## config.mk

```make
export PLATFORM = sky130hd
export DESIGN_NAME = pipe_skid_reg
export DESIGN_NICKNAME = d
export VERILOG_FILES = /design/src/rtl/pipe_skid_reg.sv
export SDC_FILE = /design/constraint.sdc
export NUM_CORES = 1
export LEC_CHECK = 0
export BUFFER_PORTS_ARGS = -buffer_cell sky130_fd_sc_hd__buf_2
export CELL_PAD_IN_SITES_DETAIL_PLACEMENT = 0
export CELL_PAD_IN_SITES_GLOBAL_PLACEMENT = 1
export CORE_MARGIN = 10
export CORE_UTILIZATION = 42
export CTS_BUF_LIST = sky130_fd_sc_hd__clkbuf_4 sky130_fd_sc_hd__clkbuf_8 sky130_fd_sc_hd__clkbuf_16
export CTS_CLUSTER_DIAMETER = 60
export DETAILED_ROUTE_END_ITERATION = 10
export GPL_TIMING_DRIVEN = 1
export PLACE_DENSITY = 0.83
export SLEW_MARGIN = 10
export SYNTH_ARGS = -nofsm -noshare
export SYNTH_HDL_FRONTEND = slang
export SYNTH_SLANG_ARGS = --single-unit
```

## constraint.sdc

```tcl
create_clock -name clk -period 7.5 [get_ports clk]
set_input_delay 2.25 -clock clk [delete_from_list [all_inputs] [get_ports clk]]
set_output_delay 2.25 -clock clk [all_outputs]
set_load 0.005 [all_outputs]
```

## src/rtl/pipe_skid_reg.sv

```systemverilog
`default_nettype none
// ============================================================================
// Module      : pipe_skid_reg
// Description : Two-entry pipeline skid register. The main register drives
//               out_data and a skid register absorbs one extra beat, so
//               in_ready can be a flop with no path from out_ready. A flush
//               empties the stage and counts discarded entries in a
//               saturating counter.
// Revision    : 1.0 - initial release
// ============================================================================
module pipe_skid_reg #(
    parameter int              DW        = 64,
    parameter logic [DW-1:0]   NOP_VALUE = '0,
    parameter int              CW        = 8
) (
    input  logic          clk,
    input  logic          rst,
    input  logic          flush,
    input  logic          in_valid,
    output logic          in_ready,
    input  logic [DW-1:0] in_data,
    output logic          out_valid,
    input  logic          out_ready,
    output logic [DW-1:0] out_data,
    output logic [1:0]    occupancy,
    output logic [CW-1:0] flush_drops
);

    // State encoding doubles as the occupancy count.
    typedef enum logic [1:0] {
        S_EMPTY = 2'd0,
        S_ONE   = 2'd1,
        S_FULL  = 2'd2
    } state_t;

    localparam logic [CW+1:0] c_sat = {2'b00, {CW{1'b1}}};

    state_t        r_state;
    state_t        w_state_nxt;
    logic [DW-1:0] r_main;
    logic [DW-1:0] r_skid;
    logic [DW-1:0] w_main_nxt;
    logic [DW-1:0] w_skid_nxt;
    logic [CW-1:0] r_drops;
    logic [CW-1:0] w_drops_nxt;
    logic          r_in_ready;
    logic          w_in_fire;
    logic          w_out_fire;
    logic [CW+1:0] w_drop_sum;

    assign out_valid   = (r_state != S_EMPTY);
    assign in_ready    = r_in_ready;
    assign out_data    = r_main;
    assign occupancy   = r_state;
    assign flush_drops = r_drops;

    assign w_in_fire  = in_valid & r_in_ready;
    assign w_out_fire = out_valid & out_ready;

    // Entries lost to a flush: everything held plus the incoming beat, less
    // the head if it is being delivered on the same edge.
    assign w_drop_sum = {2'b00, r_drops} + {{CW{1'b0}}, r_state}
                      + {{(CW+1){1'b0}}, w_in_fire}
                      - {{(CW+1){1'b0}}, w_out_fire};

    // Next-state, datapath and drop-counter selection.
    always_comb begin
        w_state_nxt = r_state;
        w_main_nxt  = r_main;
        w_skid_nxt  = r_skid;
        w_drops_nxt = r_drops;
        if (flush) begin
            w_state_nxt = S_EMPTY;
            w_main_nxt  = NOP_VALUE;
            w_skid_nxt  = NOP_VALUE;
            w_drops_nxt = (w_drop_sum > c_sat) ? c_sat[CW-1:0] : w_drop_sum[CW-1:0];
        end else begin
            case (r_state)
                S_EMPTY: begin
                    if (w_in_fire) begin
                        w_state_nxt = S_ONE;
                        w_main_nxt  = in_data;
                    end
                end
                S_ONE: begin
                    if (w_in_fire && w_out_fire) begin
                        w_main_nxt = in_data;
                    end else if (w_in_fire) begin
                        w_state_nxt = S_FULL;
                        w_skid_nxt  = in_data;
                    end else if (w_out_fire) begin
                        w_state_nxt = S_EMPTY;
                        w_main_nxt  = NOP_VALUE;
                    end
                end
                S_FULL: begin
                    // in_ready is low here, so only the output side can move.
                    if (w_out_fire) begin
                        w_state_nxt = S_ONE;
                        w_main_nxt  = r_skid;
                        w_skid_nxt  = NOP_VALUE;
                    end
                end
                default: begin
                    w_state_nxt = S_EMPTY;
                    w_main_nxt  = NOP_VALUE;
                    w_skid_nxt  = NOP_VALUE;
                end
            endcase
        end
    end

    // State, payload and counter registers; in_ready follows the next state.
    always_ff @(posedge clk) begin
        if (rst) begin
            r_state    <= S_EMPTY;
            r_main     <= NOP_VALUE;
            r_skid     <= NOP_VALUE;
            r_drops    <= '0;
            r_in_ready <= 1'b1;
        end else begin
            r_state    <= w_state_nxt;
            r_main     <= w_main_nxt;
            r_skid     <= w_skid_nxt;
            r_drops    <= w_drops_nxt;
            r_in_ready <= (w_state_nxt != S_FULL);
        end
    end

endmodule
`default_nettype wire

```

==> results.md, run 1 <==
* Status: completed
* Total area of sequential cells at 2780 µm²
* Reg2Reg Depth at 12
* Dominant combinational cell family by area after synthesis: compound AO/OA/AOI/OAI gates
* Share of Yosys cell area claimed by the top area cell type at 49.9%
* Post-CTS clock slew at the launch and capture registers of the worst setup and hold paths at 0.06 ns
* Path category of the worst min-delay check: flop to flop
* Share of post-route cells with drive strength above 1 at 26.2%
* Number of flops mapped to enable cells by yosys at 0
* Avg Synthesized Cell Area at 8.89 µm²
* Minimum period implied by the final worst setup slack at 4.67 ns
* Post-synthesis adder-cell area fraction at 2.96%
* Count of mapped cells out of synthesis at 628
* Number of levels the H-tree was split into at 4
* Initial Util at 42.5%
* Final critical-path share of the clock period at 62.3%
* Largest cells by area after synthesis: sky130_fd_sc_hd__dfxtp_1, sky130_fd_sc_hd__a222oi_1, sky130_fd_sc_hd__a21oi_1
* Number of DRC violations after detailed routing at 0
* Ant. Diodes at 0
* Pin slew with the least headroom to its limit at 0.767 ns
* Post-CTS Hold Fix Bufs at 0
* Resized cells post-CTS at 0
* TNS Setup at 0 ns
* Unrepaired setup endpoints after global routing: no
* Area taken by multi-input logic gates at 2490 µm²
* Standard-cell rows at 42
* Post-Synth XOR/XNOR Area at 0.785%
* Final Skew at 0.00738 ns
* Total Wirelength at 16400 µm
* Post-synth design cell area at 5580 µm²
* Port bufs at 144
* Latest clock arrival within the worst-skew pair at 0.41 ns
* First-pass GRT wire length at 26200 µm
* Number of maximum-capacitance violations at 0
* Vias in the first global route at 5246
* Cell type with the highest aggregate area in the netlist: sky130_fd_sc_hd__dfxtp_1
* Worst reg2reg setup slack at 4.03 ns
* Final Max Tran Viols at 0
* Most frequently used flop master after synthesis: sky130_fd_sc_hd__dfxtp_1
* Number of antenna violations at the first check in global routing at 0
* Post-route setup slack at 2.83 ns
* CP Data Arrival Time at 4.94 ns
* GP Congestion at 0.793
* Min-Delay Path Depth at 2
* Total of fill cells in the finished design at 1255
* Vias per cell at 5.71
* CP endpoint kind: flop
* Worst slew slack as a fraction of its limit at 48.8%
* Syn-to-layout area delta at 23.9%
* Cell leakage power at 2.73 nW
* Net count after synthesis at 709
* Nets@finish at 821
* Critical Path RT at 7.77 ns
* Post-synthesis compound-gate area fraction at 22.0%
* Detailed-router iteration count before antenna repair at 9
* Die boundary height at 135 µm
* Simple logic cell fraction of the synthesized area at 18.0%
* Library cell with the highest instance count after synthesis: sky130_fd_sc_hd__dfxtp_1
* Width of the die at 135 µm
* Register area share after synthesis at 49.9%
* Most frequent cells after synthesis: sky130_fd_sc_hd__dfxtp_1, sky130_fd_sc_hd__nor2_1, sky130_fd_sc_hd__a21oi_1, sky130_fd_sc_hd__nand2_1
* Initial DRC count at 595
* Register bit total from synthesis at 139
* Total global routing overflow at 0
* Largest vdd supply drop at 0.000121 V
* Number of routed nets with antenna violations at 0
* Die outline area at 18300 µm²
* Library cells used by synthesis at 42
* TritonCTS clock tree: done
* Path type of the worst setup path: input port to flop
* Total via count in the routed design at 5303
* Top-level port count at 145
* Number of buffers added for setup after CTS at 0
* Synth Warn # at 0
* Total clock sinks at 139
* Setup violations, final at 0
* Clock buffers created by TritonCTS at 17
* Core area at 13100 µm²
* Per-cell routed wire length at 17.6 µm
* Category of the worst setup path launch point: input port
* Crit path max fanout at 10
* GRT Overall Usage at 17.4%
* Pin count of the biggest net entering global routing at 67
* Fraction of synthesized area in multiplexers at 0.381%
* Clock root buffer: sky130_fd_sc_hd__clkbuf_16
* Number of buffers on the longest clock path at 2
* Upper clock frequency limit at 214 MHz
* Placement Setup Slack at 2.43 ns
* Final number of hold-violating endpoints at 0
* Power density of the placed cells at 277 nW/µm²
* Fraction of synthesis flops using an asynchronous set or reset pin at 0%
* Post-DP HPWL at 10200 µm
==> registers in the layout, summed over array words and instances (netlist names) <==
| signal | count |
|---|---|
| occupancy | 2 |
| r_skid | 64 |
| in_ready | 1 |
| out_data | 64 |
| flush_drops | 8 |
==> final cells by class <==
| class | count | area share, % |
|---|---|---|
| clock inverter | 10 | 1.34 |
| multi-input combinational | 410 | 36.0 |
| timing repair buffer | 151 | 11.2 |
| inverter | 21 | 1.14 |
| tap | 176 | 3.18 |
| clock buffer | 22 | 6.88 |
| sequential | 139 | 40.2 |
==> through the flow <==
| stage | instance area, µm² | hold WS [ns] | std cells | utilization, % | power (mW) |
|---|---|---|---|---|---|
| after global placement | 6350 | 0.436 | 897 | 48.3 | 1.12 |
| after CTS | 6910 | 0.451 | 929 | 52.6 | 1.93 |
| final | 6910 | 0.450 | 929 | 52.6 | 1.91 |
| after global routing | 6910 | 0.468 | 929 | 52.6 | 2.00 |
| after floorplan | 5580 | 0.431 | 628 | - | 1.03 |
| after detailed placement | 6350 | 0.443 | 897 | 48.3 | 1.13 |
==> routing by layer <==
layer | GRT usage, % | share of wire [%] | vias to the layer above
li1 | - | - | 2519
met3 | 6.16 | 8.2 | 17
met2 | 29.5 | 49 | 190
met4 | 5.50 | 1.0 | 0
met5 | 0 | 0 | -
met1 | 20.0 | 42 | 2577
==> cells by family after synthesis <==
group	Yosys count
compound gates	164
mux	2
fa+ha+maj	12
xor+xnor	5
simple gates	227
buf+inv	79
flops	139
==> cells in the final DEF, fill, tap and decap left out, types with 3 or more instances in the layout <==
cell type / count
sky130_fd_sc_hd__nor2_1: 77
sky130_fd_sc_hd__nand2b_1: 3
sky130_fd_sc_hd__ha_1: 10
sky130_fd_sc_hd__clkbuf_4: 3
sky130_fd_sc_hd__inv_1: 21
sky130_fd_sc_hd__clkbuf_16: 17
sky130_fd_sc_hd__buf_4: 7
sky130_fd_sc_hd__nand3_1: 64
sky130_fd_sc_hd__o21ai_0: 6
sky130_fd_sc_hd__a211oi_1: 8
sky130_fd_sc_hd__clkinv_2: 3
sky130_fd_sc_hd__a222oi_1: 64
sky130_fd_sc_hd__nand2_1: 69
sky130_fd_sc_hd__xnor2_1: 3
sky130_fd_sc_hd__a21oi_1: 70
sky130_fd_sc_hd__dfxtp_1: 139
sky130_fd_sc_hd__clkinvlp_4: 4
sky130_fd_sc_hd__buf_2: 144
==> worst paths after layout <==
path	start	endpoint
worst max-delay path	out_ready	flush_drops[5]$_SDFFE_PP0P_
worst min-delay path	r_skid[8]$_SDFFE_PP0P_	r_skid[8]$_SDFFE_PP0P_
worst max register to register	occupancy[1]$_SDFF_PP0_	flush_drops[5]$_SDFFE_PP0P_
worst min register to register	r_skid[8]$_SDFFE_PP0P_	r_skid[8]$_SDFFE_PP0P_
==> report_power, final <==
part | switching, mW | leakage [nW] | internal, mW
Sequential | 0.0231 | 1.13 | 0.763
Clock | 0.308 | 0.273 | 0.484
Combinational | 0.193 | 1.33 | 0.141
Total | 0.524 | 2.73 | 1.39
==> critical path, stage by stage <==
cell and delay (ns):
sky130_fd_sc_hd__buf_2 0.18, sky130_fd_sc_hd__and2_1 0.17, sky130_fd_sc_hd__ha_1 0.26, sky130_fd_sc_hd__inv_1 0.05
sky130_fd_sc_hd__fa_1 0.44, sky130_fd_sc_hd__inv_1 0.09, sky130_fd_sc_hd__fa_1 0.21, sky130_fd_sc_hd__and2b_2 0.23
sky130_fd_sc_hd__o2111ai_1 0.29, sky130_fd_sc_hd__a21oi_1 0.16, sky130_fd_sc_hd__nor4_4 0.47, sky130_fd_sc_hd__a211oi_1 0.13
No activity file was read; power rests on OpenSTA's default activity.
==> run 2: changes to the inputs <==
CORE_UTILIZATION = 39   (was 42)
PLACE_DENSITY = 0.77   (was 0.83)
clock period = 4.5 ns   (was 7.5 ns; I/O delays follow)
==> results.md, run 2 (same netlist as run 1, synthesis figures left out) <==
* Status: completed
* Syn-to-layout area delta at 25.7%
* Share of post-route cells with drive strength above 1 at 26.3% (+0.098 points)
* Unrepaired setup endpoints after global routing: no
* Post-CTS Hold Fix Bufs at 0 (unchanged)
* Number of routed nets with antenna violations at 0 (unchanged)
* Top-level port count at 145 (unchanged)
* Setup violations, final at 0 (unchanged)
* Sw frac at 26.3% (-1.1 points)
* Highest-count cells in the layout ignoring fill and taps: sky130_fd_sc_hd__buf_2, sky130_fd_sc_hd__dfxtp_1, sky130_fd_sc_hd__nor2_1
* Width of the die at 140 µm (+3.2%)
* Vias in the first global route at 5269 (+0.44%)
* R2r startpoint: occupancy[1]$_SDFF_PP0_
* Initial DRC count at 527 (-11%)
* Post-layout instance area at 7020 µm² (+1.5%)
* Post-CTS clock slew at the launch and capture registers of the worst setup and hold paths at 0.06 ns (about the same)
* CP endpoint kind: flop
* Post-DP HPWL at 10600 µm (+3.6%)
* Min-Delay Path Depth at 2 (unchanged)
* Minimum period implied by the final worst setup slack at 3.74 ns
* Port bufs at 144 (unchanged)
* GRT Overall Usage at 16.7% (-0.72 points)
* Ant. Diodes at 0 (unchanged)
* Resized cells post-CTS at 0 (unchanged)
* Vias per cell at 5.63 (-1.4%)
* Die outline area at 19500 µm² (+6.5%)
* Number of maximum-capacitance violations at 0 (unchanged)
* Power density of the placed cells at 480 nW/µm² (+73%)
* First-pass GRT wire length at 27200 µm (+3.6%)
* Total via count in the routed design at 5256 (-0.89%)
* Total power after layout at 3.36 mW (+76%)
* Total area of sequential cells at 2780 µm² (unchanged)
* Cell leakage power at 2.78 nW (+2.0%)
* Path type of the worst setup path: input port to flop
* Worst Hold Endpoint: r_skid[0]$_SDFFE_PP0P_
* Total instance count after detailed placement at 902 (+0.56%)
* Crit path max fanout at 10 (unchanged)
* Clock root buffer: sky130_fd_sc_hd__clkbuf_16
* Standard-cell rows at 43 (+2.4%)
* Path category of the worst min-delay check: flop to flop
* GP Congestion at 0.817 (+3.0%)
* Launch instance of the worst min-delay path: r_skid[0]$_SDFFE_PP0P_
* Total Wirelength at 17000 µm (+3.5%)
* Placement Setup Slack at 0.319 ns (-2.11 ns)
* Combinational Power Share at 16.4% (-1.1 points)
* CP Data Arrival Time at 4.02 ns (-0.92 ns)
* Cell-internal power at 2.48 mW (+79%)
* Total of fill cells in the finished design at 1323 (+5.4%)
* TNS Setup at 0 ns (unchanged)
* Critical register-to-register path endpoint: flush_drops[2]$_SDFFE_PP0P_
* Largest vdd supply drop at 0.000282 V (+130%)
* Number of DRC violations after detailed routing at 0 (unchanged)
* Worst path slowest cell: sky130_fd_sc_hd__nor4_4
* Slowest Stage Delay on Critical Path at 0.45 ns (-0.02 ns)
* Total clock sinks at 139 (unchanged)
* Final Max Tran Viols at 0 (unchanged)
* Number of antenna violations at the first check in global routing at 0 (unchanged)
* Category of the worst setup path launch point: input port
* Final Core Density at 50.3% (-2.3 points)
* Initial Util at 40.0% (-2.4 points)
* Pin slew with the least headroom to its limit at 1.02 ns (+0.257 ns)
* Nets@finish at 822 (+0.12%)
* Final critical-path share of the clock period at 83.1%
* Latest clock arrival within the worst-skew pair at 0.41 ns (about the same)
* Die boundary height at 140 µm (+3.2%)
* Final worst hold slack at 0.449 ns (-0.00181 ns)
* Pin count of the biggest net entering global routing at 68 (+1.5%)
* Number of buffers added for setup after CTS at 0 (unchanged)
* Worst reg2reg setup slack at 1.06 ns (-2.97 ns)
* Final number of hold-violating endpoints at 0 (unchanged)
* Upper clock frequency limit at 267 MHz
* Reg2Reg Depth at 12 (unchanged)
* Final Skew at 0.00596 ns (-0.00141 ns)
* Chain of cells forming the critical path: buf_2 -> and2_1 -> ha_1 -> inv_1 -> fa_1 -> inv_1 -> fa_1 -> and2b_2 -> o2111ai_1 -> a21oi_1 -> nor4_4 -> a211oi_1
* Total global routing overflow at 0 (unchanged)
* Area taken by multi-input logic gates at 2490 µm² (unchanged)
* Worst slew slack as a fraction of its limit at 31.5% (-17 points)
* TritonCTS clock tree: done
* Detailed-router iteration count before antenna repair at 9 (unchanged)
* Clock power share at 44.6% (+3.2 points)
* Number of levels the H-tree was split into at 4 (unchanged)
* Portion of total power attributed to sequential cells at 39.0% (-2.1 points)
* Critical Path RT at 4.77 ns (-3.00 ns)
* Most common cell after layout, fill and taps aside: sky130_fd_sc_hd__buf_2
* Post-route setup slack at 0.759 ns (-2.07 ns)
* Clock buffers created by TritonCTS at 17 (unchanged)
* Sw Pwr at 886 µW (+69%)
* Per-cell routed wire length at 18.2 µm (+3.0%)
* Post-route non-filler standard cell count at 934 (+0.54%)
* Number of buffers on the longest clock path at 2 (unchanged)
* Core area at 13900 µm² (+6.1%)
* Post-detailed-placement cell area at 6370 µm² (+0.39%)
run 2: critical path: cells and delay by family:
kind / cells / cell delay, ns
AOI/OAI and AO/OA: 3 / 0.59
and+or+nand+nor: 3 / 0.85
adders and majority gates: 3 / 0.90
buffers and inverters: 3 / 0.32
run 2: how the worst max path moves through the flow:
| stage | cells past startpoint | endpoint | slack [ns] | start |
|---|---|---|---|---|
| 2_1_floorplan | 12 | flush_drops[2]$_SDFFE_PP0P_ | 0.65 | out_ready |
| 3_3_place_gp | 12 | flush_drops[6]$_SDFFE_PP0P_ | 0.39 | out_ready |
| 3_5_place_dp | 12 | flush_drops[2]$_SDFFE_PP0P_ | 0.32 | out_ready |
| 4_1_cts | 12 | flush_drops[0]$_SDFFE_PP0P_ | 0.77 | out_ready |
| 5_1_grt | 12 | flush_drops[0]$_SDFFE_PP0P_ | 0.61 | out_ready |
| 6_report | 12 | flush_drops[2]$_SDFFE_PP0P_ | 0.76 | out_ready |
run 2: cell type report:
type                            instances  share of cell area (%)
Sequential cell                       139                    39.7
Multi-Input combinational cell        410                    35.5
Timing Repair Buffer                  152                    11.3
Clock buffer                           24                    7.35
Tap cell                              180                    3.21
Clock inverter                          8                    1.84
Inverter                               21                    1.12
run 2: power by group through the flow:
stage	sequential, mW	clock (mW)	combinational (mW)
floorplan	1.33	0	0.389
finish	1.31	1.50	0.552
CTS	1.31	1.52	0.557
global placement	1.34	0	0.547
global route	1.32	1.59	0.624
detailed placement	1.34	0	0.555
run 2: metal layers:
layer  GRT usage, %  vias up  wire length [µm]
met3           5.72       20              1250
met2           27.5      197              8110
met1           19.8     2516              7340
li1               -     2523                 -
met5              0        -                 0
met4           5.65        0               263
